**src/rtl/fifo_defs_pkg.sv**
```systemverilog
// fifo_defs: address-width derivation and parameter-legality checks for fifo_queue_param
package fifo_defs;
  function automatic int addr_width(input int depth);
    return $clog2(depth);
  endfunction
  function automatic bit params_ok(input int dw, input int depth, input int afl, input int ael);
    return dw >= 1 && depth >= 2 && (depth & (depth - 1)) == 0 &&
           afl >= 1 && afl <= depth && ael >= 0 && ael < depth;
  endfunction
endpackage

```
**src/rtl/fifo_memory_dp.sv**
```systemverilog
// fifo_memory_dp: DEPTH x DW register array, synchronous write, registered read with clear
module fifo_memory_dp import fifo_defs::*; #(
  parameter int DW = 32,
  parameter int DEPTH = 8,
  localparam int AW = addr_width(DEPTH)
) (
  input  logic          clk,
  input  logic          clr,
  input  logic          we,
  input  logic [AW-1:0] wa,
  input  logic [DW-1:0] wd,
  input  logic          re,
  input  logic [AW-1:0] ra,
  output logic [DW-1:0] rd
);
  logic [DW-1:0] mem [DEPTH];
  always_ff @(posedge clk)
    if (we) mem[wa] <= wd;
  always_ff @(posedge clk)
    if (clr) rd <= '0;
    else if (re) rd <= mem[ra];
endmodule

```
**src/rtl/fifo_queue_param.sv**
```systemverilog
// fifo_queue_param: parametrised synchronous FIFO with fill count, thresholds and sticky error flags
module fifo_queue_param import fifo_defs::*; #(
  parameter int DATA_WIDTH = 32,
  parameter int DEPTH = 8,
  parameter int ALMOST_FULL_LEVEL = DEPTH - 2,
  parameter int ALMOST_EMPTY_LEVEL = 2
) (
  input  logic                         Clk_In,
  input  logic                         Reset_In,
  input  logic                         Clear_In,
  input  logic [DATA_WIDTH-1:0]        Data_In,
  input  logic                         Write_Enable_In,
  input  logic                         Read_Enable_In,
  output logic [DATA_WIDTH-1:0]        Data_Out,
  output logic                         Data_Valid_Out,
  output logic                         FIFO_Empty,
  output logic                         FIFO_Full,
  output logic                         FIFO_Almost_Full,
  output logic                         FIFO_Almost_Empty,
  output logic [$clog2(DEPTH):0]       Fill_Count,
  output logic                         Overflow,
  output logic                         Underflow
);
  localparam int AW = addr_width(DEPTH);
  localparam int CW = AW + 1;
  if (!params_ok(DATA_WIDTH, DEPTH, ALMOST_FULL_LEVEL, ALMOST_EMPTY_LEVEL)) begin : g_bad_params
    $error("fifo_queue_param: illegal parameter combination");
  end
  logic [AW:0] wr_ptr, rd_ptr;
  logic rd_ok, wr_ok, clr;
  assign clr = Reset_In || Clear_In;
  assign FIFO_Empty = Fill_Count == '0;
  assign FIFO_Full = Fill_Count == CW'(DEPTH);
  assign FIFO_Almost_Full = Fill_Count >= CW'(ALMOST_FULL_LEVEL);
  assign FIFO_Almost_Empty = Fill_Count <= CW'(ALMOST_EMPTY_LEVEL);
  assign rd_ok = Read_Enable_In && !FIFO_Empty;
  // a read on a full FIFO frees the slot the simultaneous write lands in
  assign wr_ok = Write_Enable_In && (!FIFO_Full || rd_ok);
  always_ff @(posedge Clk_In)
    if (clr) begin
      wr_ptr <= '0;
      rd_ptr <= '0;
      Fill_Count <= '0;
      Data_Valid_Out <= 1'b0;
      Overflow <= 1'b0;
      Underflow <= 1'b0;
    end else begin
      wr_ptr <= wr_ptr + CW'(wr_ok);
      rd_ptr <= rd_ptr + CW'(rd_ok);
      Fill_Count <= Fill_Count + CW'(wr_ok) - CW'(rd_ok);
      Data_Valid_Out <= rd_ok;
      Overflow <= Overflow || (Write_Enable_In && !wr_ok);
      Underflow <= Underflow || (Read_Enable_In && !rd_ok);
    end
  fifo_memory_dp #(.DW(DATA_WIDTH), .DEPTH(DEPTH)) u_mem (
    .clk(Clk_In),
    .clr(clr),
    .we(wr_ok && !clr),
    .wa(wr_ptr[AW-1:0]),
    .wd(Data_In),
    .re(rd_ok && !clr),
    .ra(rd_ptr[AW-1:0]),
    .rd(Data_Out)
  );
endmodule

```
**config.mk**
```make
export PLATFORM = sky130hd
export DESIGN_NAME = fifo_queue_param
export DESIGN_NICKNAME = d
export VERILOG_FILES = /design/src/rtl/fifo_defs_pkg.sv /design/src/rtl/fifo_memory_dp.sv /design/src/rtl/fifo_queue_param.sv
export SDC_FILE = /design/constraint.sdc
export NUM_CORES = 1
export LEC_CHECK = 0
export CAP_MARGIN = 20
export CORE_UTILIZATION = 55
export CTS_CLUSTER_DIAMETER = 150
export CTS_CLUSTER_SIZE = 14
export DETAILED_ROUTE_END_ITERATION = 10
export HOLD_SLACK_MARGIN = 0.15
export PLACE_DENSITY = 0.75
export SYNTH_ARGS = -nofsm -noshare
export SYNTH_HDL_FRONTEND = slang
export SYNTH_SLANG_ARGS = --single-unit
```
**constraint.sdc**
```tcl
create_clock -name Clk_In -period 10.4 [get_ports Clk_In]
set_input_delay 1.04 -clock Clk_In [delete_from_list [all_inputs] [get_ports Clk_In]]
set_output_delay 1.04 -clock Clk_In [all_outputs]
set_load 0.02 [all_outputs]
```
# Yosys cells after proc, flatten, opt, wreduce, memory -nomap -nowiden
# Memories as Yosys holds them, arrays and structs flattened. A register that Yosys moved wholly into a read port is not among the register bits.
# Cells that the tools add are included.
dict set report totals {
  regBits 15
  latchBits 0
  ram_bits 256
  rom_bits 0
  inputBits 37
  out_inout_bits 43
  wordCells 32
  n_memories 1
}
# memory words width rd rd_clocked_by_memory_dff write_ports line
set memory_table {}
lappend memory_table {u_mem.mem 8 32 1 1 1 fifo_memory_dp.sv:16} ;# logic [DW-1:0] mem [DEPTH];
dict set report op_classes {
  add_sub_neg 4
  multipliers 0
  div_mod_pow 0
  n_lt_le_gt_ge 2
  eq_ne 1
  shift 0
  n_mux 2
  bitwise 0
  reduce_logical 16
}
# cell count
set op_table {}
lappend op_table {{4-bit by 1-bit adder with 4-bit output} 3}
lappend op_table {{1-bit logical AND} 6}
lappend op_table {{1-bit zero test} 5}
lappend op_table {{4-bit equality test, second input constant} 1}
lappend op_table {{4-bit by 3-bit greater-or-equal comparator with 1-bit output, second input constant} 1}
lappend op_table {{4-bit by 2-bit less-or-equal comparator with 1-bit output, second input constant} 1}
lappend op_table {{4-bit zero test} 1}
lappend op_table {{1-bit logical OR} 4}
lappend op_table {{4-bit by 1-bit subtractor with 4-bit output} 1}
lappend op_table {{1-bit two-way mux} 2}

# Logic depth before layout (Yosys ltp)
# Gate-level depths: netlist of run 1.
dict set report depth {
  depth_word 8
  ltp_mapped 13
  depth_no_buf 12
}

# Cells and area by module
# From an unflattened synthesis of run 1, not the netlist that was laid out.
dict set report hier_totals {
  hier_cells 669
  hier_area_um2 11659.9
}
# mod n_inst cells_per_inst area_per_inst_um2 seq_area_each_um2
set by_module_without_submodules {}
lappend by_module_without_submodules {fifo_memory_dp 1 598 10958.0 8328.0}
lappend by_module_without_submodules {fifo_queue_param 1 71 701.9 260.2}

# Least setup slack after synthesis of run 1
# OpenSTA, ideal clock, no wires.
dict set report synth_timing {
  path_type {input port to flip-flop}
  from {in Clear_In}
  to {mem u_mem.mem[1][0], enable pin}
  setup_ps 461
  arrival_ps 3802
  t_required_ps 9939
  slack_ps 6137
  stages 4
  n_path_buf 1
  cell_sequence {nor2_1 -> clkbuf_1 -> nand3_1 -> nor3_1}
}
dict set report synth_via {
  elab_chain_len 5
}
# item line
set synth_rtl {}
lappend synth_rtl {{start: declaration} fifo_queue_param.sv:10} ;# input logic Clear_In,
lappend synth_rtl {{1-bit logical OR} fifo_queue_param.sv:31} ;# assign clr = Reset_In || Clear_In;
lappend synth_rtl {{1-bit zero test} fifo_queue_param.sv:58} ;# .we(wr_ok && !clr),
lappend synth_rtl {{1-bit logical AND} fifo_queue_param.sv:58}
lappend synth_rtl {{1-bit two-way mux} fifo_memory_dp.sv:18} ;# if (we) mem[wa] <= wd;
lappend synth_rtl {{1-bit two-way mux (implied by the code)} fifo_memory_dp.sv:18}
lappend synth_rtl {{end: declaration} fifo_memory_dp.sv:16}
# Every way passes these cells.

# Worst setup path after layout of run 1
dict set report layout_timing {
  from {reg Fill_Count[2]}
  to {out FIFO_Full}
}
dict set report layout_via {
  elab_chain_len 1
}
# item line
set layout_rtl {}
lappend layout_rtl {{start: declaration} fifo_queue_param.sv:20} ;# output logic [$clog2(DEPTH):0] Fill_Count,
lappend layout_rtl {{start signal: assignment} fifo_queue_param.sv:50} ;# Fill_Count <= Fill_Count + CW'(wr_ok) - CW'(rd_ok);
lappend layout_rtl {{4-bit equality test} fifo_queue_param.sv:33} ;# assign FIFO_Full = Fill_Count == CW'(DEPTH);
lappend layout_rtl {{end: declaration} fifo_queue_param.sv:17} ;# output logic FIFO_Full,
# Every way passes these cells.

==> results of run 1 <==
[cell families (layout without fill, tap and decap cells)]
logic type      Yosys count  count (layout)  share of synthesized area
compound gates          135             135                     0.0635
xor+xnor                  4               4                    0.00307
fa+ha+maj                12              12                     0.0138
buf+inv                  44             141                     0.0300
flops                   301             301                      0.751
mux                      96              96                      0.120
simple gates             40              40                     0.0184
[power by group through the flow]
stage                     clock, mW  combinational, mW  sequential, mW
after floorplan                   0             0.0926            1.37
after global placement            0              0.151            1.37
after detailed placement          0              0.156            1.37
after CTS                     0.852              0.158            1.34
after global routing          0.897              0.173            1.34
final                         0.835              0.159            1.34
[worst max-delay path: cells and delay by family (launching register included)]
| kind | cells | cell delay [ps] |
|---|---|---|
| and+or+nand+nor | 1 | 390 |
| adders and majority gates | 1 | 160 |
| buffers and inverters | 2 | 820 |
| DFF | 1 | 330 |
[registers in the layout, summed over array words and instances, names as in the netlist]
name / cells
u_mem.mem: 256
Overflow: 1
Underflow: 1
Fill_Count: 4
u_mem.rd: 32
Data_Valid_Out: 1
wr_ptr: 3
rd_ptr: 3
[layout make-up]
type | instances | area (um^2) | share of cell area
Inverter | 6 | 22.5 | 0.00171
Sequential cell | 301 | 8590 | 0.654
Clock buffer | 44 | 697 | 0.0531
Timing Repair Buffer | 90 | 918 | 0.0699
Multi-Input combinational cell | 287 | 2550 | 0.195
Clock inverter | 1 | 8.76 | 0.000667
Tap cell | 270 | 338 | 0.0257
[final timing paths]
path | start | endpoint
worst max-delay path | Fill_Count[2] | FIFO_Full
worst min register to register | Underflow | Underflow
worst min-delay path | Underflow | Underflow
worst max register to register | Fill_Count[2] | u_mem.mem[5][16]
[placed cells by master (no fill, tap or decap), types with 3 or more instances in the layout]
cell,count
xnor2_1,3
mux4_2,30
o21ai_1,6
edfxtp_1,256
nor2_4,6
inv_1,5
buf_4,8
a21oi_1,66
mux2i_1,64
nand2_1,5
nand2b_1,5
and2_1,5
o21ai_0,27
o22ai_1,32
clkdlybuf4s50_1,79
nor2_1,9
ha_1,11
dfxtp_1,43
clkbuf_16,25
clkbuf_1,19
[metal layers]
metal  track usage  share of wire  vias up  routed length [um]
met5             0              0        -                   0
met2         0.349           0.51      169               10600
met3        0.0278          0.057       26                1170
li1              -              -     2653                   -
met1         0.259           0.42     2895                8580
met4        0.0432          0.014        0                 284
==> qor.yml, run 1 <==
status: "finished clean"
dp_hpwl_um: 11500
fillers: 1408
routed_wl_um: 20600
fin_nets: 760
area_delta_synth_final_pct: 14.9
end_kind: "primary output"
cts_tree: "yes"
synth.most_common_cell: "edfxtp_1"
cp_cell_sequence: "inv_1 -> ha_1 -> nor3b_1 -> clkdlybuf4s50_1"
p_sw_mw: 0.484
switching_share: 0.207
p_leak_nw: 4.08
instances_no_fill: 999
ctsHtreeMaxLevel: 1
ant_nets: 0
place_area_um2: 12400
clk_latency_ps: 510
power.density_nw_per_um2: 178
fin_skew_ps: 11.5
worstPathRequired_ps: 9360
max_clock_freq_mhz: 307
io_pins: 80
synth_cell_types: 37
vias: 5743
rows: 52
grt_max_degree: 67
grtUsageTotal: 0.197
pwr-share-seq: 0.574
r2r.worst_path.cells: 6
synthesis.area_um2: 11400
crit_slowest_cell: "clkdlybuf4s50_1"
tightest_slew_ps: 1120
ys.warnings.count: 0
grt-ovfl-total: 0
numCtsBuffers: 25
r2r_slack_ps: 7520
synthArstFlopShare: 0
final_core_util: 0.647
avgSynthCellArea_um2: 18.1
pwr-share-clk: 0.358
portBuffers: 79
postCtsSetupRepairBufs: 0
drc: 0
hold_ws_ps: 478
maxCapViolations: 0
wl_per_cell_um: 20.6
final_layout_size_suffix_gt1_frac: 0.112
grt_pass1_wl_um: 32500
fp.dieArea_um2: 21400
intPower_mw: 1.85
final_hold_viol_count: 0
synth_common_cells: "256 x edfxtp_1, 66 x a21oi_1, 64 x mux2i_1, 45 x dfxtp_1, 32 x o22ai_1"
grt_setup_unrepaired: "false"
netlist.top_cell.by_area: "edfxtp_1"
cp-start-kind: "register"
setup_slack_ps: 7140
hp-class: "register to register"
fin_crit_sh: 0.313
critPathMaxStageDelay_ps: 690
cts_resized: 0
clock-sinks: 301
firstDrtPassIters: 4
pwr-share-comb: 0.068
synth_seq_cells: 301
via_per_inst: 5.75
maxSlewHeadroom: 0.255
start_util: 0.563
root_buffer: "clkbuf_16"
dp.cells: 951
final_area_um2: 13100
fp.dieH_um: 146
synth-seq-area-share: 0.751
clk_pin_slew_ps: 60
antenna_cells: 0
report.final.slew_viol_count: 0
synth_fp_nets: 681
holdBufCountCts: 0
synth_area_leaders: "edfxtp_1 67%, dfxtp_1 7.9%, mux4_2 5.9%, mux2i_1 5.6%, a21oi_1 2.9%"
worstSetupPathType: "register to primary output"
pre_cts_slack_ps: 6620
whs_path_depth: 2
period_needed_ps: 3260
crit_fanout: 4
cts_buffer_depth: 3
finalSetupViolations: 0
synth-main-ff-cell: "edfxtp_1"
fin_tns_setup_ps: 0
die_x_um: 146
antenna_found_initial: 0
drt_iter0_markers: 356
synth_top_area_share: 0.673
synth_edf_count: 256
gp_congestion: 0.788
cp.arrival_ps: 2220
fin_total_pwr_mw: 2.33
fp.coreArea_um2: 20300
synthCells: 632
ir_drop_mv: 0.138
first_global_vias: 6052
(Power assumes the default switching activity.)
==> run 2: changes to the inputs <==
==> constraint.sdc (replaced) <==
create_clock -name Clk_In -period 3.16 [get_ports Clk_In]
set_input_delay 0.316 -clock Clk_In [delete_from_list [all_inputs] [get_ports Clk_In]]
set_output_delay 0.316 -clock Clk_In [all_outputs]
set_load 0.02 [all_outputs]
==> qor.yml, run 2 (same netlist as run 1, synthesis figures left out) <==
status: "finished clean"
gp_congestion: 0.817
layout_common_cells: "256 x edfxtp_1, 79 x clkdlybuf4s50_1, 66 x a21oi_1, 64 x mux2i_1, 43 x dfxtp_1"
grt_pass1_wl_um: 35100
grtUsageTotal: 0.218
p_leak_nw: 4.16
cp-start-kind: "register"
seq_area_um2: 8590
io_pins: 80
largestRegisters: "u_mem.mem: 256 flops, u_mem.rd: 32 flops, Fill_Count: 4 flops"
critPathMaxStageDelay_ps: 440
numCtsBuffers: 25
final_layout_size_suffix_gt1_frac: 0.132
dp_hpwl_um: 14200
tightest_slew_ps: 684
pre_cts_slack_ps: 366
cp_cell_sequence: "inv_1 -> ha_1 -> nand2b_1 -> a21boi_1 -> nand3_1 -> nor2_4 -> buf_12"
wl_met3_um: 1230
cp.arrival_ps: 2940
multi_input_area_um2: 2570
fillers: 1390
ant_nets: 0
first_global_vias: 6139
clk_pin_slew_ps: 70
antenna_cells: 0
ir_drop_mv: 0.425
area_delta_synth_final_pct: 16.1
reg2reg_to: "u_mem.mem[3][30]"
hold_ws_ps: 498
final_area_um2: 13300
maxSlewHeadroom: 0.544
fp.dieH_um: 146
final_hold_viol_count: 0
worstSetupPathType: "register to register"
rows: 52
hold_start: "Overflow"
maxCapViolations: 0
fin_crit_sh: 0.861
fin_nets: 776
wirelength_met1_um: 10200
regMostFlops: "u_mem.mem"
cts_buffer_depth: 3
clock-sinks: 301
period_needed_ps: 2720
timing.rr.start: "Fill_Count[3]"
clk_latency_ps: 520
fp.dieArea_um2: 21400
routed.top_layer: "met4"
worstPathRequired_ps: 3370
r2r_slack_ps: 440
layout_commonest_cell: "edfxtp_1"
power.density_nw_per_um2: 582
root_buffer: "clkbuf_16"
hold_end: "Overflow"
grt-ovfl-total: 0
whs_path_depth: 2
holdBufCountCts: 0
routed_wl_um: 22700
via_per_inst: 5.86
end_kind: "register"
fp.coreArea_um2: 20300
drc: 0
instances_no_fill: 1015
die_x_um: 146
crit_slowest_cell: "a21boi_1"
place_area_um2: 12600
report.final.slew_viol_count: 0
vias: 5952
grt_max_degree: 66
postCtsSetupRepairBufs: 0
setup_slack_ps: 438
antenna_found_initial: 0
start_util: 0.563
finalSetupViolations: 0
fin_tns_setup_ps: 0
cts_resized: 0
drt_iter0_markers: 427
dp.cells: 970
firstDrtPassIters: 5
hp-class: "register to register"
portBuffers: 79
max_clock_freq_mhz: 367
wl_per_cell_um: 22.4
crit_fanout: 24
largest_register_ffs: 256
ctsHtreeMaxLevel: 1
cts_tree: "yes"
r2r.worst_path.cells: 7
wl_met2_um: 11000
grt_setup_unrepaired: "false"
fin_skew_ps: 12.0
-- run 2: critical path: cells and delay by family, from the launching register on --
kind | cells | cell delay [ps]
adders and majority gates | 1 | 220
DFF | 1 | 390
and+or+nand+nor | 3 | 990
buffers and inverters | 2 | 360
AOI/OAI and AO/OA | 1 | 440
-- run 2: layer usage --
metal,GRT usage,vias up
met5,0,-
met4,0.0510,0
met2,0.356,165
met1,0.319,3074
li1,-,2683
met3,0.0256,30
-- run 2: cell type report --
cell class	instances	area share
clock buffers	44	0.0525
clock inverters	1	0.000660
inverters	6	0.00170
multi-input cells	287	0.193
flip-flops and latches	301	0.648
well taps	270	0.0255
repair buffers	106	0.0786
-- run 2: per-stage QoR --
stage / utilization / power, mW
after global routing: 0.654 / 7.95
after CTS: 0.654 / 7.78
after global placement: 0.619 / 5.02
after detailed placement: 0.619 / 5.04
final: 0.654 / 7.72
after floorplan: - / 4.81
-- run 2: worst max-delay path by stage --
stage,slack [ps],from,end,depth (start not counted)
floorplan,-60,Fill_Count[2],u_mem.mem[7][0],6
global placement,420,Read_Enable_In,u_mem.mem[3][29],6
detailed placement,370,Read_Enable_In,u_mem.mem[0][29],6
CTS,460,Fill_Count[3],u_mem.mem[0][8],7
global route,290,Fill_Count[3],u_mem.mem[0][4],7
finish,440,Fill_Count[3],u_mem.mem[3][30],7
-- run 2: where the power goes --
group / switching [mW] / internal [mW] / leakage, nW
clock network: 1.28 / 1.49 / 0.335
logic: 0.315 / 0.245 / 1.15
registers: 0.0374 / 4.36 / 2.67
total: 1.63 / 6.09 / 4.16
==> run 3: changes to the inputs <==
--- a/config.mk
+++ b/config.mk
@@ -6,12 +6,13 @@
 export NUM_CORES = 1
 export LEC_CHECK = 0
 export CAP_MARGIN = 20
-export CORE_UTILIZATION = 55
+export CORE_UTILIZATION = 58
 export CTS_CLUSTER_DIAMETER = 150
 export CTS_CLUSTER_SIZE = 14
 export DETAILED_ROUTE_END_ITERATION = 10
 export HOLD_SLACK_MARGIN = 0.15
-export PLACE_DENSITY = 0.75
+export PLACE_DENSITY = 0.79
+export SKIP_LAST_GASP = 1
 export SYNTH_ARGS = -nofsm -noshare
 export SYNTH_HDL_FRONTEND = slang
 export SYNTH_SLANG_ARGS = --single-unit
==> qor.yml, run 3 (same netlist as run 1, synthesis figures left out) <==
die_x_um: 142
cp-start-kind: "register"
numCtsBuffers: 25
cts_tree: "yes"
seq_area_um2: 8590
final_layout_size_suffix_gt1_frac: 0.130
drt_iter0_markers: 488
tightest_slew_ps: 634
rows: 50
maxSlewHeadroom: 0.578
maxCapViolations: 0
dp.cells: 959
p_leak_nw: 4.15
hold_ws_ps: 487
antenna_found_initial: 1
status: "finished clean"
report.final.slew_viol_count: 0
holdBufCountCts: 0
area_delta_synth_final_pct: 15.6
wl_per_cell_um: 22.3
first_global_vias: 6111
io_pins: 80
max_clock_freq_mhz: 377
grt-ovfl-total: 0
cp.arrival_ps: 2830
antenna_cells: 0
portBuffers: 79
power.density_nw_per_um2: 585
cts_resized: 0
place_area_um2: 12500
postCtsSetupRepairBufs: 0
firstDrtPassIters: 5
via_per_inst: 5.90
largestRegisters: "u_mem.mem: 256 flops, u_mem.rd: 32 flops, Fill_Count: 4 flops"
grtUsageTotal: 0.230
final_hold_viol_count: 0
fp.dieArea_um2: 20300
regMostFlops: "u_mem.mem"
period_needed_ps: 2650
ant_nets: 0
final_area_um2: 13200
grt_max_degree: 66
hp-class: "register to register"
ir_drop_mv: 0.530
end_kind: "register"
fp.coreArea_um2: 19000
clk_latency_ps: 520
grt_setup_unrepaired: "false"
fillers: 1241
cts_buffer_depth: 3
fin_crit_sh: 0.839
clk_pin_slew_ps: 60
vias: 5926
clock-sinks: 301
grt_pass1_wl_um: 34500
fin_skew_ps: 9.48
root_buffer: "clkbuf_16"
largest_register_ffs: 256
fin_total_pwr_mw: 7.73
start_util: 0.601
routed_wl_um: 22400
layout_common_cells: "256 x edfxtp_1, 79 x clkdlybuf4s50_1, 66 x a21oi_1, 64 x mux2i_1, 43 x dfxtp_1"
instances_no_fill: 1004
ctsHtreeMaxLevel: 1
layout_commonest_cell: "edfxtp_1"
fin_nets: 775
worstSetupPathType: "register to register"
finalSetupViolations: 0
crit_fanout: 23
fp.dieH_um: 142
multi_input_area_um2: 2570
gp_congestion: 0.771
drc: 0
worstPathRequired_ps: 3330
dp_hpwl_um: 13700
==> run 3: changes by cell type in the layout (fill, tap and decap cells not counted) <==
cell / delta
buf_4: +2
buf_12: -3
==> run 3: path summary, 6_finish.rpt <==
check,startpoint,endpoint,slack [ps],cells after the start
max reg2reg,Fill_Count[2],u_mem.mem[5][26],510,7
max,Fill_Count[2],u_mem.mem[5][26],510,7
min reg2reg,Underflow,Underflow,490,2
min,Underflow,Underflow,490,2
==> run 3: per-layer routing <==
metal / part of all wire / wire length [um] / track usage
met5: 0 / 0 / 0
met4: 0.016 / 359 / 0.0634
met2: 0.47 / 10400 / 0.356
met1: 0.45 / 10100 / 0.342
met3: 0.067 / 1510 / 0.0373
==> run 3: power by group <==
part           internal, mW  leakage [nW]  total, mW  switching (mW)
clock network          1.49         0.335       2.79            1.30
logic                 0.243          1.14      0.558           0.315
registers              4.36          2.67       4.39          0.0314
total                  6.09          4.15       7.73            1.64
==> run 3: cell type report <==
class	count	share of cell area
inverters	6	0.00170
clock inverters	1	0.000663
well taps	260	0.0246
clock buffers	44	0.0527
multi-input cells	287	0.194
repair buffers	105	0.0756
flip-flops and latches	301	0.650
==> run 3: worst max-delay path, stage by stage (launching register included) <==
cell	delay (ps)
dfxtp_1	370
inv_1	110
ha_1	240
nand2b_1	150
a21boi_1	400
nand3_1	430
nor2_4	220
buf_4	360
==> run 3: through the flow <==
| step | setup WS (ps) | util | setup TNS [ps] |
|---|---|---|---|
| after CTS | 530 | 0.695 | 0 |
| after global routing | 370 | 0.695 | 0 |
| after detailed placement | 436 | 0.658 | 0 |
| after global placement | 527 | 0.658 | 0 |
| after floorplan | -58.3 | - | -10040 |
| final | 507 | 0.695 | 0 |
